### config.mk
export PLATFORM = sky130hd
export DESIGN_NAME = ppg_phase_scheduler
export DESIGN_NICKNAME = d
export VERILOG_FILES = /design/src/rtl/ppg_pkg.sv /design/src/rtl/ppg_boxcar_avg.sv /design/src/rtl/ppg_phase_scheduler.sv
export SDC_FILE = /design/constraint.sdc
export NUM_CORES = 1
export LEC_CHECK = 0
export BUFFER_PORTS_ARGS = -buffer_cell sky130_fd_sc_hd__buf_2
export CORE_MARGIN = 3
export CORE_UTILIZATION = 45
export DETAILED_ROUTE_END_ITERATION = 12
export PLACE_DENSITY = 0.63
export SLEW_MARGIN = 25
export SYNTH_ARGS = -nofsm -noshare
export SYNTH_HDL_FRONTEND = slang
export SYNTH_HIERARCHICAL = 1
export SYNTH_SLANG_ARGS = --single-unit
### constraint.sdc
create_clock -name CLK -period 3.31 [get_ports CLK]
set_input_delay 0.1655 -clock CLK [delete_from_list [all_inputs] [get_ports CLK]]
set_output_delay 0.1655 -clock CLK [all_outputs]
set_load 0.02 [all_outputs]
### src/rtl/ppg_pkg.sv
// Shared types and constants for the PPG phase scheduler: FSM states,
// phase encoding, front-end field widths and the captured configuration record.
package ppg_pkg;

  localparam int ADC_W = 8;
  localparam int DC_W  = 7;
  localparam int PGA_W = 4;
  localparam int LED_W = 4;

  typedef enum logic [2:0] {
    ST_IDLE    = 3'd0,
    ST_RED_SET = 3'd1,
    ST_RED_ACQ = 3'd2,
    ST_IR_SET  = 3'd3,
    ST_IR_ACQ  = 3'd4,
    ST_AMB_SET = 3'd5,
    ST_AMB_ACQ = 3'd6,
    ST_PUBLISH = 3'd7
  } ppg_state_e;

  typedef enum logic [1:0] {
    PH_RED = 2'd0,
    PH_IR  = 2'd1,
    PH_AMB = 2'd2
  } ppg_phase_e;

  typedef struct packed {
    logic [LED_W-1:0] led_drive;
    logic [DC_W-1:0]  red_dc;
    logic [PGA_W-1:0] red_pga;
    logic [DC_W-1:0]  ir_dc;
    logic [PGA_W-1:0] ir_pga;
  } ppg_cfg_t;

  // PUBLISH is grouped with AMB so the analog settings stay on the RED values.
  function automatic ppg_phase_e state_phase(input ppg_state_e s);
    case (s)
      ST_IR_SET, ST_IR_ACQ:               return PH_IR;
      ST_AMB_SET, ST_AMB_ACQ, ST_PUBLISH: return PH_AMB;
      default:                            return PH_RED;
    endcase
  endfunction

  function automatic logic is_set(input ppg_state_e s);
    return (s == ST_RED_SET) || (s == ST_IR_SET) || (s == ST_AMB_SET);
  endfunction

  function automatic logic is_acq(input ppg_state_e s);
    return (s == ST_RED_ACQ) || (s == ST_IR_ACQ) || (s == ST_AMB_ACQ);
  endfunction

  function automatic ppg_state_e seq_next(input ppg_state_e s);
    case (s)
      ST_RED_SET: return ST_RED_ACQ;
      ST_RED_ACQ: return ST_IR_SET;
      ST_IR_SET:  return ST_IR_ACQ;
      ST_IR_ACQ:  return ST_AMB_SET;
      ST_AMB_SET: return ST_AMB_ACQ;
      ST_AMB_ACQ: return ST_PUBLISH;
      default:    return ST_IDLE;
    endcase
  endfunction

endpackage

### src/rtl/ppg_boxcar_avg.sv
// Box-car averager shared by all three phases: accumulates one ADC sample per
// enabled cycle and tracks a sticky saturation flag for the current window.
module ppg_boxcar_avg #(
  parameter int ADC_W        = 8,
  parameter int LOG2_SAMPLES = 3
) (
  input  logic             clk,
  input  logic             rst,
  input  logic             clear,
  input  logic             acc_en,
  input  logic             last,
  input  logic [ADC_W-1:0] adc,
  output logic [ADC_W-1:0] result,
  output logic             sat
);

  localparam int ACC_W = ADC_W + LOG2_SAMPLES;

  logic [ACC_W-1:0] acc_q, acc_d, sum;
  logic             sat_q, sat_d;
  logic             adc_sat;

  assign adc_sat = (adc == '0) || (adc == '1);
  assign sum     = acc_q + ACC_W'(adc);

  // The final sample is folded in combinationally so the result is ready on the last cycle.
  assign result = ADC_W'(sum >> LOG2_SAMPLES);
  assign sat    = sat_q | (acc_en & adc_sat);

  always_comb begin
    acc_d = acc_q;
    sat_d = sat_q;
    if (clear) begin
      acc_d = '0;
      sat_d = 1'b0;
    end else if (acc_en) begin
      acc_d = last ? '0 : sum;
      sat_d = sat_q | adc_sat;
    end
  end

  always_ff @(posedge clk) begin
    if (rst) begin
      acc_q <= '0;
      sat_q <= 1'b0;
    end else begin
      acc_q <= acc_d;
      sat_q <= sat_d;
    end
  end

endmodule

### src/rtl/ppg_phase_scheduler.sv
// Free-running RED / IR / ambient time-multiplexer for the optical front end.
// Applies per-phase analog settings, averages the ADC and publishes once per frame.
module ppg_phase_scheduler
  import ppg_pkg::*;
#(
  parameter int SETTLE_CYC   = 4,
  parameter int SAMPLE_CYC   = 8,
  parameter int LOG2_SAMPLES = 3
) (
  input  logic             CLK,
  input  logic             rst,
  input  logic             enable,
  input  logic             cfg_load,
  input  logic [LED_W-1:0] cfg_led_drive,
  input  logic [DC_W-1:0]  cfg_red_dc,
  input  logic [PGA_W-1:0] cfg_red_pga,
  input  logic [DC_W-1:0]  cfg_ir_dc,
  input  logic [PGA_W-1:0] cfg_ir_pga,
  input  logic [ADC_W-1:0] ADC,
  output logic             LED_RED,
  output logic             LED_IR,
  output logic [LED_W-1:0] LED_DRIVE,
  output logic [DC_W-1:0]  DC_Comp,
  output logic [PGA_W-1:0] PGA_Gain,
  output logic [ADC_W-1:0] RED_ADC_Value,
  output logic [ADC_W-1:0] IR_ADC_Value,
  output logic [ADC_W-1:0] AMB_ADC_Value,
  output logic             sample_valid,
  output logic [2:0]       sat_flags,
  output logic             busy,
  output logic [2:0]       dbg_state
);

  localparam logic [7:0] SETTLE_LAST = 8'(SETTLE_CYC - 1);
  localparam logic [7:0] SAMPLE_LAST = 8'(SAMPLE_CYC - 1);

  ppg_state_e       state_q, state_d;
  logic [7:0]       cnt_q, cnt_d;
  ppg_cfg_t         shadow_q, shadow_d, act_q, act_d, cfg_in;
  logic             led_red_q, led_red_d, led_ir_q, led_ir_d;
  logic [LED_W-1:0] drive_q, drive_d;
  logic [DC_W-1:0]  dc_q, dc_d;
  logic [PGA_W-1:0] pga_q, pga_d;
  logic [ADC_W-1:0] red_hold_q, red_hold_d, ir_hold_q, ir_hold_d;
  logic             red_sat_hold_q, red_sat_hold_d, ir_sat_hold_q, ir_sat_hold_d;
  logic [ADC_W-1:0] red_val_q, red_val_d, ir_val_q, ir_val_d, amb_val_q, amb_val_d;
  logic [2:0]       sat_q, sat_d;
  logic             valid_q, valid_d;
  logic             phase_done, avg_clear, avg_en, avg_last, avg_sat, publish;
  logic [ADC_W-1:0] avg_result;

  assign cfg_in = '{led_drive: cfg_led_drive, red_dc: cfg_red_dc, red_pga: cfg_red_pga,
                    ir_dc: cfg_ir_dc, ir_pga: cfg_ir_pga};

  assign phase_done = (cnt_q == (is_set(state_q) ? SETTLE_LAST : SAMPLE_LAST));
  assign avg_clear  = is_set(state_q);
  assign avg_en     = is_acq(state_q);
  assign avg_last   = avg_en && (cnt_q == SAMPLE_LAST);

  ppg_boxcar_avg #(
    .ADC_W        (ADC_W),
    .LOG2_SAMPLES (LOG2_SAMPLES)
  ) u_avg (
    .clk    (CLK),
    .rst    (rst),
    .clear  (avg_clear),
    .acc_en (avg_en),
    .last   (avg_last),
    .adc    (ADC),
    .result (avg_result),
    .sat    (avg_sat)
  );

  // Dropping enable aborts from any active state on the very next edge.
  always_comb begin
    state_d = state_q;
    case (state_q)
      ST_IDLE:    if (enable) state_d = ST_RED_SET;
      ST_PUBLISH: state_d = enable ? ST_RED_SET : ST_IDLE;
      default: begin
        if (!enable)         state_d = ST_IDLE;
        else if (phase_done) state_d = seq_next(state_q);
      end
    endcase
  end

  always_comb begin
    cnt_d = cnt_q + 8'd1;
    if ((state_d != state_q) || (state_d == ST_IDLE)) cnt_d = '0;

    shadow_d = cfg_load ? cfg_in : shadow_q;
    // Frame start samples the shadow before any same-cycle cfg_load lands.
    act_d = act_q;
    if ((state_d == ST_RED_SET) && (state_q != ST_RED_SET)) act_d = shadow_q;
  end

  // Front-end outputs are registered from the next state so they align with state_q.
  always_comb begin
    led_red_d = (state_d == ST_RED_SET) || (state_d == ST_RED_ACQ);
    led_ir_d  = (state_d == ST_IR_SET)  || (state_d == ST_IR_ACQ);
    drive_d   = (state_d == ST_IDLE) ? '0 : act_d.led_drive;
    dc_d      = dc_q;
    pga_d     = pga_q;
    if (state_d != ST_IDLE) begin
      if (state_phase(state_d) == PH_IR) begin
        dc_d  = act_d.ir_dc;
        pga_d = act_d.ir_pga;
      end else begin
        dc_d  = act_d.red_dc;
        pga_d = act_d.red_pga;
      end
    end
  end

  // sample_valid: one-cycle strobe, high exactly while the freshly updated
  // RED/IR/AMB values and sat_flags are first presented; no back-pressure.
  always_comb begin
    red_hold_d     = red_hold_q;
    ir_hold_d      = ir_hold_q;
    red_sat_hold_d = red_sat_hold_q;
    ir_sat_hold_d  = ir_sat_hold_q;
    if (avg_last && (state_q == ST_RED_ACQ)) begin
      red_hold_d     = avg_result;
      red_sat_hold_d = avg_sat;
    end
    if (avg_last && (state_q == ST_IR_ACQ)) begin
      ir_hold_d     = avg_result;
      ir_sat_hold_d = avg_sat;
    end

    publish   = (state_d == ST_PUBLISH);
    valid_d   = publish;
    red_val_d = red_val_q;
    ir_val_d  = ir_val_q;
    amb_val_d = amb_val_q;
    sat_d     = sat_q;
    if (publish) begin
      red_val_d = red_hold_q;
      ir_val_d  = ir_hold_q;
      amb_val_d = avg_result;
      sat_d     = {avg_sat, ir_sat_hold_q, red_sat_hold_q};
    end
  end

  always_ff @(posedge CLK) begin
    if (rst) begin
      state_q        <= ST_IDLE;
      cnt_q          <= '0;
      shadow_q       <= '0;
      act_q          <= '0;
      led_red_q      <= 1'b0;
      led_ir_q       <= 1'b0;
      drive_q        <= '0;
      dc_q           <= '0;
      pga_q          <= '0;
      red_hold_q     <= '0;
      ir_hold_q      <= '0;
      red_sat_hold_q <= 1'b0;
      ir_sat_hold_q  <= 1'b0;
      red_val_q      <= '0;
      ir_val_q       <= '0;
      amb_val_q      <= '0;
      sat_q          <= '0;
      valid_q        <= 1'b0;
    end else begin
      state_q        <= state_d;
      cnt_q          <= cnt_d;
      shadow_q       <= shadow_d;
      act_q          <= act_d;
      led_red_q      <= led_red_d;
      led_ir_q       <= led_ir_d;
      drive_q        <= drive_d;
      dc_q           <= dc_d;
      pga_q          <= pga_d;
      red_hold_q     <= red_hold_d;
      ir_hold_q      <= ir_hold_d;
      red_sat_hold_q <= red_sat_hold_d;
      ir_sat_hold_q  <= ir_sat_hold_d;
      red_val_q      <= red_val_d;
      ir_val_q       <= ir_val_d;
      amb_val_q      <= amb_val_d;
      sat_q          <= sat_d;
      valid_q        <= valid_d;
    end
  end

  assign LED_RED       = led_red_q;
  assign LED_IR        = led_ir_q;
  assign LED_DRIVE     = drive_q;
  assign DC_Comp       = dc_q;
  assign PGA_Gain      = pga_q;
  assign RED_ADC_Value = red_val_q;
  assign IR_ADC_Value  = ir_val_q;
  assign AMB_ADC_Value = amb_val_q;
  assign sample_valid  = valid_q;
  assign sat_flags     = sat_q;
  assign busy          = (state_q != ST_IDLE);
  assign dbg_state     = state_q;

endmodule

# Word-level counts from Yosys, hierarchy flattened
# Cells that the tools add are included.
# word_totals
ff_bits	138
output_inout_bits	49
# classes
add_sub_neg	2
n_eq_ne	20
n_mux	13
n_bitwise	3
n_reduce_logical	22
# op_table
cell	n
2-to-1 mux 26 bit	1
== test 3 bit, second input constant	8
one-hot mux 3 bit (6 select lines)	1
== test 3 x 2 -> 1 bit, second input constant	4
2-to-1 mux 3 bit	4
adder 11 x 8 -> 11 bit	1
2-to-1 mux 11 bit	1
adder 8 x 1 -> 8 bit, second input constant	1
== test 8 x 3 -> 1 bit	1
== test 8 x 3 -> 1 bit, second input constant	1
== test 8 bit, second input constant	1
logical NOT 8 bit	1
logical OR 1 bit	8
OR reduction 2 bit	4
2-to-1 mux 7 bit	1
== test 3 x 1 -> 1 bit, second input constant	2
logical NOT 3 bit	2
one-hot mux 3 bit (2 select lines)	1
nonzero test 3 bit	2
logical AND 1 bit	4
2-to-1 mux 4 bit	1
one-hot mux 2 bit (2 select lines)	1
!= test 3 x 1 -> 1 bit, second input constant	1
!= test 3 bit	1
other kinds (6)	7

# Logic depth before layout (Yosys ltp)
# depth
ltp_word	14
ltp_mapped	8
mapped_depth_nobuf	8

# By module
# The synthesis kept the hierarchy.
# by_module_without_submodules
mod	instances	cells_each	area_per_inst_um2	seq_area_each_um2
ppg_phase_scheduler	1	502	4789.6	2522.4
ppg_boxcar_avg	1	110	923.4	240.2

# Least setup slack after synthesis
# No wires, ideal clock.
# synth_timing
path_type	register to register
start	register u_avg.acc_q[0]
end	register ir_hold_q[7]
setup_time_ns	0.128
arrival_ns	1.808
required_time_ns	3.182
setup_slack_ns	1.375
path_stages_with_launch	9
synth_period_minus_slack_ns	1.935
cell_sequence	dfxtp_1 -> ha_1 -> fa_1 -> a211oi_1 -> o21ai_1 -> o2111ai_1 -> xnor2_1 -> mux2i_1 -> nor2_1
# synth_via
elab_chain_len	1
# synth_rtl
item	line_no	source
start, declared	ppg_boxcar_avg.sv:19	logic [ACC_W-1:0] acc_q, acc_d, sum;
start signal, assigned	ppg_boxcar_avg.sv:44	acc_q <= '0;
start signal, assigned	ppg_boxcar_avg.sv:47	acc_q <= acc_d;
adder 11 x 8 -> 11 bit	ppg_boxcar_avg.sv:24	assign sum = acc_q + ACC_W'(adc);
net avg_result[7]	ppg_phase_scheduler.sv:50	logic [ADC_W-1:0] avg_result;
end signal, assigned	ppg_phase_scheduler.sv:176	ir_hold_q <= ir_hold_d;
end, declared	ppg_phase_scheduler.sv:44	logic [ADC_W-1:0] red_hold_q, red_hold_d, ir_hold_q, ir_hold_d;
# The timed path passes the listed nets, and every way through them passes these cells.
# A chain may end at the register's enable or synchronous reset.

# Worst setup path after layout
# layout_timing
start	register state_q[2] (netlist: dbg_state[2])
end	register dc_q[3] (netlist: DC_Comp[3])
# layout_via
elab_chain_len	14
word_cells_on_any_way	33
# layout_rtl
item	line_no	source
start, declared	ppg_phase_scheduler.sv:37	ppg_state_e state_q, state_d;
start signal, assigned	ppg_phase_scheduler.sv:166	state_q <= state_d;
== test 3 x 1 -> 1 bit or == test 3 x 2 -> 1 bit (tied branches)	n/a	
logical OR 1 bit	n/a	
logical OR 1 bit (*)	n/a	
net avg_clear	ppg_phase_scheduler.sv:49	logic phase_done, avg_clear, avg_en, avg_last, avg_sat, publish;
2-to-1 mux 3 bit (*)	ppg_phase_scheduler.sv:55	assign phase_done = (cnt_q == (is_set(state_q) ? SETTLE_LAST : SAMPLE_LAST));
== test 8 x 3 -> 1 bit (*)	ppg_phase_scheduler.sv:55	
2-to-1 mux 3 bit (*)	ppg_phase_scheduler.sv:82	else if (phase_done) state_d = seq_next(state_q);
2-to-1 mux 3 bit (*)	ppg_phase_scheduler.sv:81	if (!enable) state_d = ST_IDLE;
one-hot mux 3 bit (2 select lines) (*)	ppg_phase_scheduler.sv:77	case (state_q)
== test 3 bit or == test 3 x 2 -> 1 bit (tied branches)	ppg_pkg.sv:37	case (s)
OR reduction 3 bit or OR reduction 2 bit (tied branches)	ppg_pkg.sv:37	
one-hot mux 2 bit (2 select lines)	ppg_pkg.sv:37	
2-to-1 mux 2 bit	ppg_phase_scheduler.sv:104	if (state_d != ST_IDLE) begin
== test 2 x 1 -> 1 bit	ppg_phase_scheduler.sv:105	if (state_phase(state_d) == PH_IR) begin
2-to-1 mux 7 bit	ppg_phase_scheduler.sv:105	
end signal, assigned	ppg_phase_scheduler.sv:154	dc_q <= '0;
end signal, assigned	ppg_phase_scheduler.sv:173	dc_q <= dc_d;
end, declared	ppg_phase_scheduler.sv:42	logic [DC_W-1:0] dc_q, dc_d;
# Mark *: on every way through the listed nets, which the timed path passes. The rest lies on a longest branch. The select of a mux whose other input is x is not followed.

==> insert_results.sql <==
INSERT INTO impl_metrics (metric_group, metric, value, unit) VALUES
('cts', 'cts_tree', 'done', ''),
('floorplan', 'core', '12200', 'um2'),
('final_layout', 'instances_no_fill', '885', ''),
('timing', 'worst_slew_margin_rel', '0.382', ''),
('placement', 'placed_cell_area', '6180', 'um2'),
('power', 'combinational_share_of_power', '0.056', ''),
('yosys', 'netlist_area', '5710', 'um2'),
('power', 'p_clk_frac', '0.484', ''),
('power', 'pwr_density_cell', '534', 'nW/um2'),
('yosys', 'yosys_warnings', '6', ''),
('yosys', 'synth_enable_flop_cells', '0', ''),
('timing', 'setup_viol', '0', ''),
('routing', 'dr.first_iter.drc_count', '306', ''),
('routing', 'wire_per_inst', '14.4', 'um'),
('setup_path', 'critical_path_class', 'flip-flop to flip-flop', ''),
('outcome', 'outcome', 'finished, final reports clean', ''),
('routing', 'antenna_left', '0', ''),
('cts', 'numClockSinks', '138', ''),
('power', 'netSwitchingFraction', '0.221', ''),
('cts', 'clock_latency_at_the_later_pin_of_the_worst_skew_pair', '410', 'ps'),
('routing', 'via_count', '4522', ''),
('global_route', 'met1_usage', '0.245', ''),
('cts', 'clk_pin_slew_worst_paths', '60', 'ps'),
('global_route', 'grtUsageMet2', '0.296', ''),
('global_route', 'globalRoute.totalOverflow', '0', ''),
('floorplan', 'fp.dieArea', '14100', 'um2'),
('final_layout', 'final_cell_area', '6970', 'um2'),
('power', 'cellInternalPower', '2.90', 'mW'),
('floorplan', 'die_width', '119', 'um'),
('placement', 'weighted_congestion_at_the_end_of_routability_driven_global_placement', '0.783', ''),
('power', 'leakage', '3.10', 'nW'),
('cts', 'clock_path_buffers', '2', ''),
('timing', 'worst_slew_pin_slew', '927', 'ps'),
('global_route', 'antenna_found_initial', '0', ''),
('placement', 'portBuffers', '86', ''),
('yosys', 'yosys.cell_count.top_type', 'sky130_fd_sc_hd__dfxtp_1', ''),
('setup_path', 'start_kind', 'flip-flop', ''),
('yosys', 'synthTopCellsByCount', '138 x sky130_fd_sc_hd__dfxtp_1, 92 x sky130_fd_sc_hd__nor2_1, 72 x sky130_fd_sc_hd__mux2i_1', ''),
('floorplan', 'core.rowCount', '40', ''),
('global_route', 'grt_util_met3', '0.0474', ''),
('floorplan', 'initial_core_util', '0.468', ''),
('timing', 'rsz0062_at_grt', 'false', ''),
('yosys', 'synth.net_count', '660', ''),
('worst_hold_path', 'min-delay-path-class', 'primary input to flip-flop', ''),
('yosys', 'synth.ff_latch_count', '138', ''),
('placement', 'dp.final_hpwl', '8300', 'um'),
('final_layout', 'final_core_util', '0.571', ''),
('timing', 'setup_tns', '0', 'ps'),
('floorplan', 'io_pins', '87', ''),
('timing', 'timing_hold_violations_final', '0', ''),
('global_route', 'number_of_global_route_vias_before_repair', '4361', ''),
('final_layout', 'layout-area-overhead-vs-synth', '22.0', '%'),
('global_route', 'globalRouteTotalUtil', '0.187', ''),
('routing', 'wirelength', '12700', 'um'),
('cts', 'clockRootBuffer', 'sky130_fd_sc_hd__clkbuf_16', ''),
('yosys', 'netlist.top_cell.by_area', 'sky130_fd_sc_hd__dfxtp_1', ''),
('power', 'irDropWorstVdd', '0.000262', 'V'),
('setup_path', 'critPathMaxStageDelay', '620', 'ps'),
('yosys', 'yosys_most_used_dff', 'sky130_fd_sc_hd__dfxtp_1', ''),
('setup_path', 'slowest_stage', 'sky130_fd_sc_hd__dfxtp_1', ''),
('global_route', 'grt-busiest-layer', 'met2', ''),
('yosys', 'synth-seq-area-share', '0.484', ''),
('setup_path', 'arrival', '2610', 'ps'),
('timing', 'layout_setup_ws', '994', 'ps'),
('global_route', 'grt_start_max_net_pins', '109', ''),
('cts', 'cts_resized', '0', ''),
('timing', 'max_freq', '432', 'MHz'),
('yosys', 'ys_top_cells_by_area', 'sky130_fd_sc_hd__dfxtp_1 48%, sky130_fd_sc_hd__mux2i_1 13%, sky130_fd_sc_hd__nor2_1 6.0%', ''),
('placement', 'numPlacedInstances', '832', ''),
('setup_path', 'path_max_fanout', '26', ''),
('yosys', 'avgSynthCellArea', '9.33', 'um2');
state kept, by name, indices dropped and copies added (netlist names):
name / cells
AMB_ADC_Value: 8
DC_Comp: 7
IR_ADC_Value: 8
LED_DRIVE: 4
LED_IR: 1
LED_RED: 1
PGA_Gain: 4
RED_ADC_Value: 8
act_q: 26
cnt_q: 8
dbg_state: 3
ir_hold_q: 8
ir_sat_hold_q: 1
red_hold_q: 8
red_sat_hold_q: 1
sample_valid: 1
sat_flags: 3
shadow_q: 26
u_avg/acc_q: 11
u_avg/sat_q: 1
layout make-up:
type                       count  area (um2)
clock buffer                  23         488
fill                        1155        5240
sequential                   138        2760
timing repair buffer         111         677
clock inverter                 9        87.6
tap                          168         210
multi-input combinational    429        2720
inverter                       7        26.3
stage by stage:
| stage | hold WS, ps | power (mW) |
|---|---|---|
| finish | 10.0 | 3.72 |
| floorplan | 313 | 1.88 |
| global placement | 399 | 1.93 |
| detailed placement | 410 | 1.94 |
| global route | 12.5 | 3.87 |
| CTS | 1.35 | 3.76 |
power by group through the flow:
stage | Sequential, mW | Clock (mW) | Combinational (mW)
floorplan | 1.75 | 0 | 0.129
global placement | 1.75 | 0 | 0.184
detailed placement | 1.75 | 0 | 0.188
CTS | 1.72 | 1.83 | 0.208
global route | 1.72 | 1.92 | 0.230
finish | 1.72 | 1.80 | 0.207
worst paths after layout:
kind / endpoint / startpoint / depth (start not counted) / slack (ps)
worst max-delay path: DC_Comp[3]$_SDFFE_PP0N_ / dbg_state[2]$_SDFF_PP0_ / 5 / 990
worst min-delay path: shadow_q[4]$_SDFFE_PP0P_ / cfg_ir_dc[0] / 3 / 10
worst max register to register: DC_Comp[3]$_SDFFE_PP0N_ / dbg_state[2]$_SDFF_PP0_ / 5 / 990
worst min register to register: RED_ADC_Value[1]$_SDFFE_PP0P_ / RED_ADC_Value[1]$_SDFFE_PP0P_ / 2 / 450
cells in the final DEF (no fill, tap or decap), types with 4 or more instances in the layout:
master / instances
sky130_fd_sc_hd__a21oi_1: 41
sky130_fd_sc_hd__a31oi_1: 4
sky130_fd_sc_hd__and2_1: 6
sky130_fd_sc_hd__and3_1: 4
sky130_fd_sc_hd__buf_2: 85
sky130_fd_sc_hd__buf_4: 4
sky130_fd_sc_hd__clkbuf_16: 17
sky130_fd_sc_hd__clkbuf_8: 4
sky130_fd_sc_hd__dfxtp_1: 138
sky130_fd_sc_hd__dlygate4sd3_1: 21
sky130_fd_sc_hd__ha_1: 9
sky130_fd_sc_hd__inv_1: 7
sky130_fd_sc_hd__mux2i_1: 72
sky130_fd_sc_hd__nand2_1: 64
sky130_fd_sc_hd__nand2b_1: 7
sky130_fd_sc_hd__nand3_1: 7
sky130_fd_sc_hd__nor2_1: 92
sky130_fd_sc_hd__nor2b_1: 6
sky130_fd_sc_hd__nor3_1: 24
sky130_fd_sc_hd__nor3b_1: 13
sky130_fd_sc_hd__or3_1: 15
sky130_fd_sc_hd__xnor2_1: 9
sky130_fd_sc_hd__xor2_1: 6
worst max-delay path, delay by kind of cell, from the launching register on:
family | cells | cell delay, ps
muxes | 1 | 380
DFF | 1 | 620
AOI/OAI and AO/OA | 1 | 200
and+or+nand+nor | 3 | 980
layer usage:
layer / up-vias / share of wire
met5: - / 0
met4: 0 / 0.013
met3: 11 / 0.054
met2: 111 / 0.47
met1: 2127 / 0.46
li1: 2273 / -
logic make-up (layout without fill, tap and decap cells):
kind of cell / count (synthesis) / count (layout) / share of synthesized area
flops: 138 / 138 / 0.484
mux: 73 / 73 / 0.128
fa+ha+maj: 10 / 10 / 0.0232
xor+xnor: 15 / 15 / 0.0230
simple gates: 261 / 261 / 0.226
buf+inv: 45 / 150 / 0.0403
compound gates: 70 / 70 / 0.0753
Note: power is estimated with default switching activity, not from simulation.
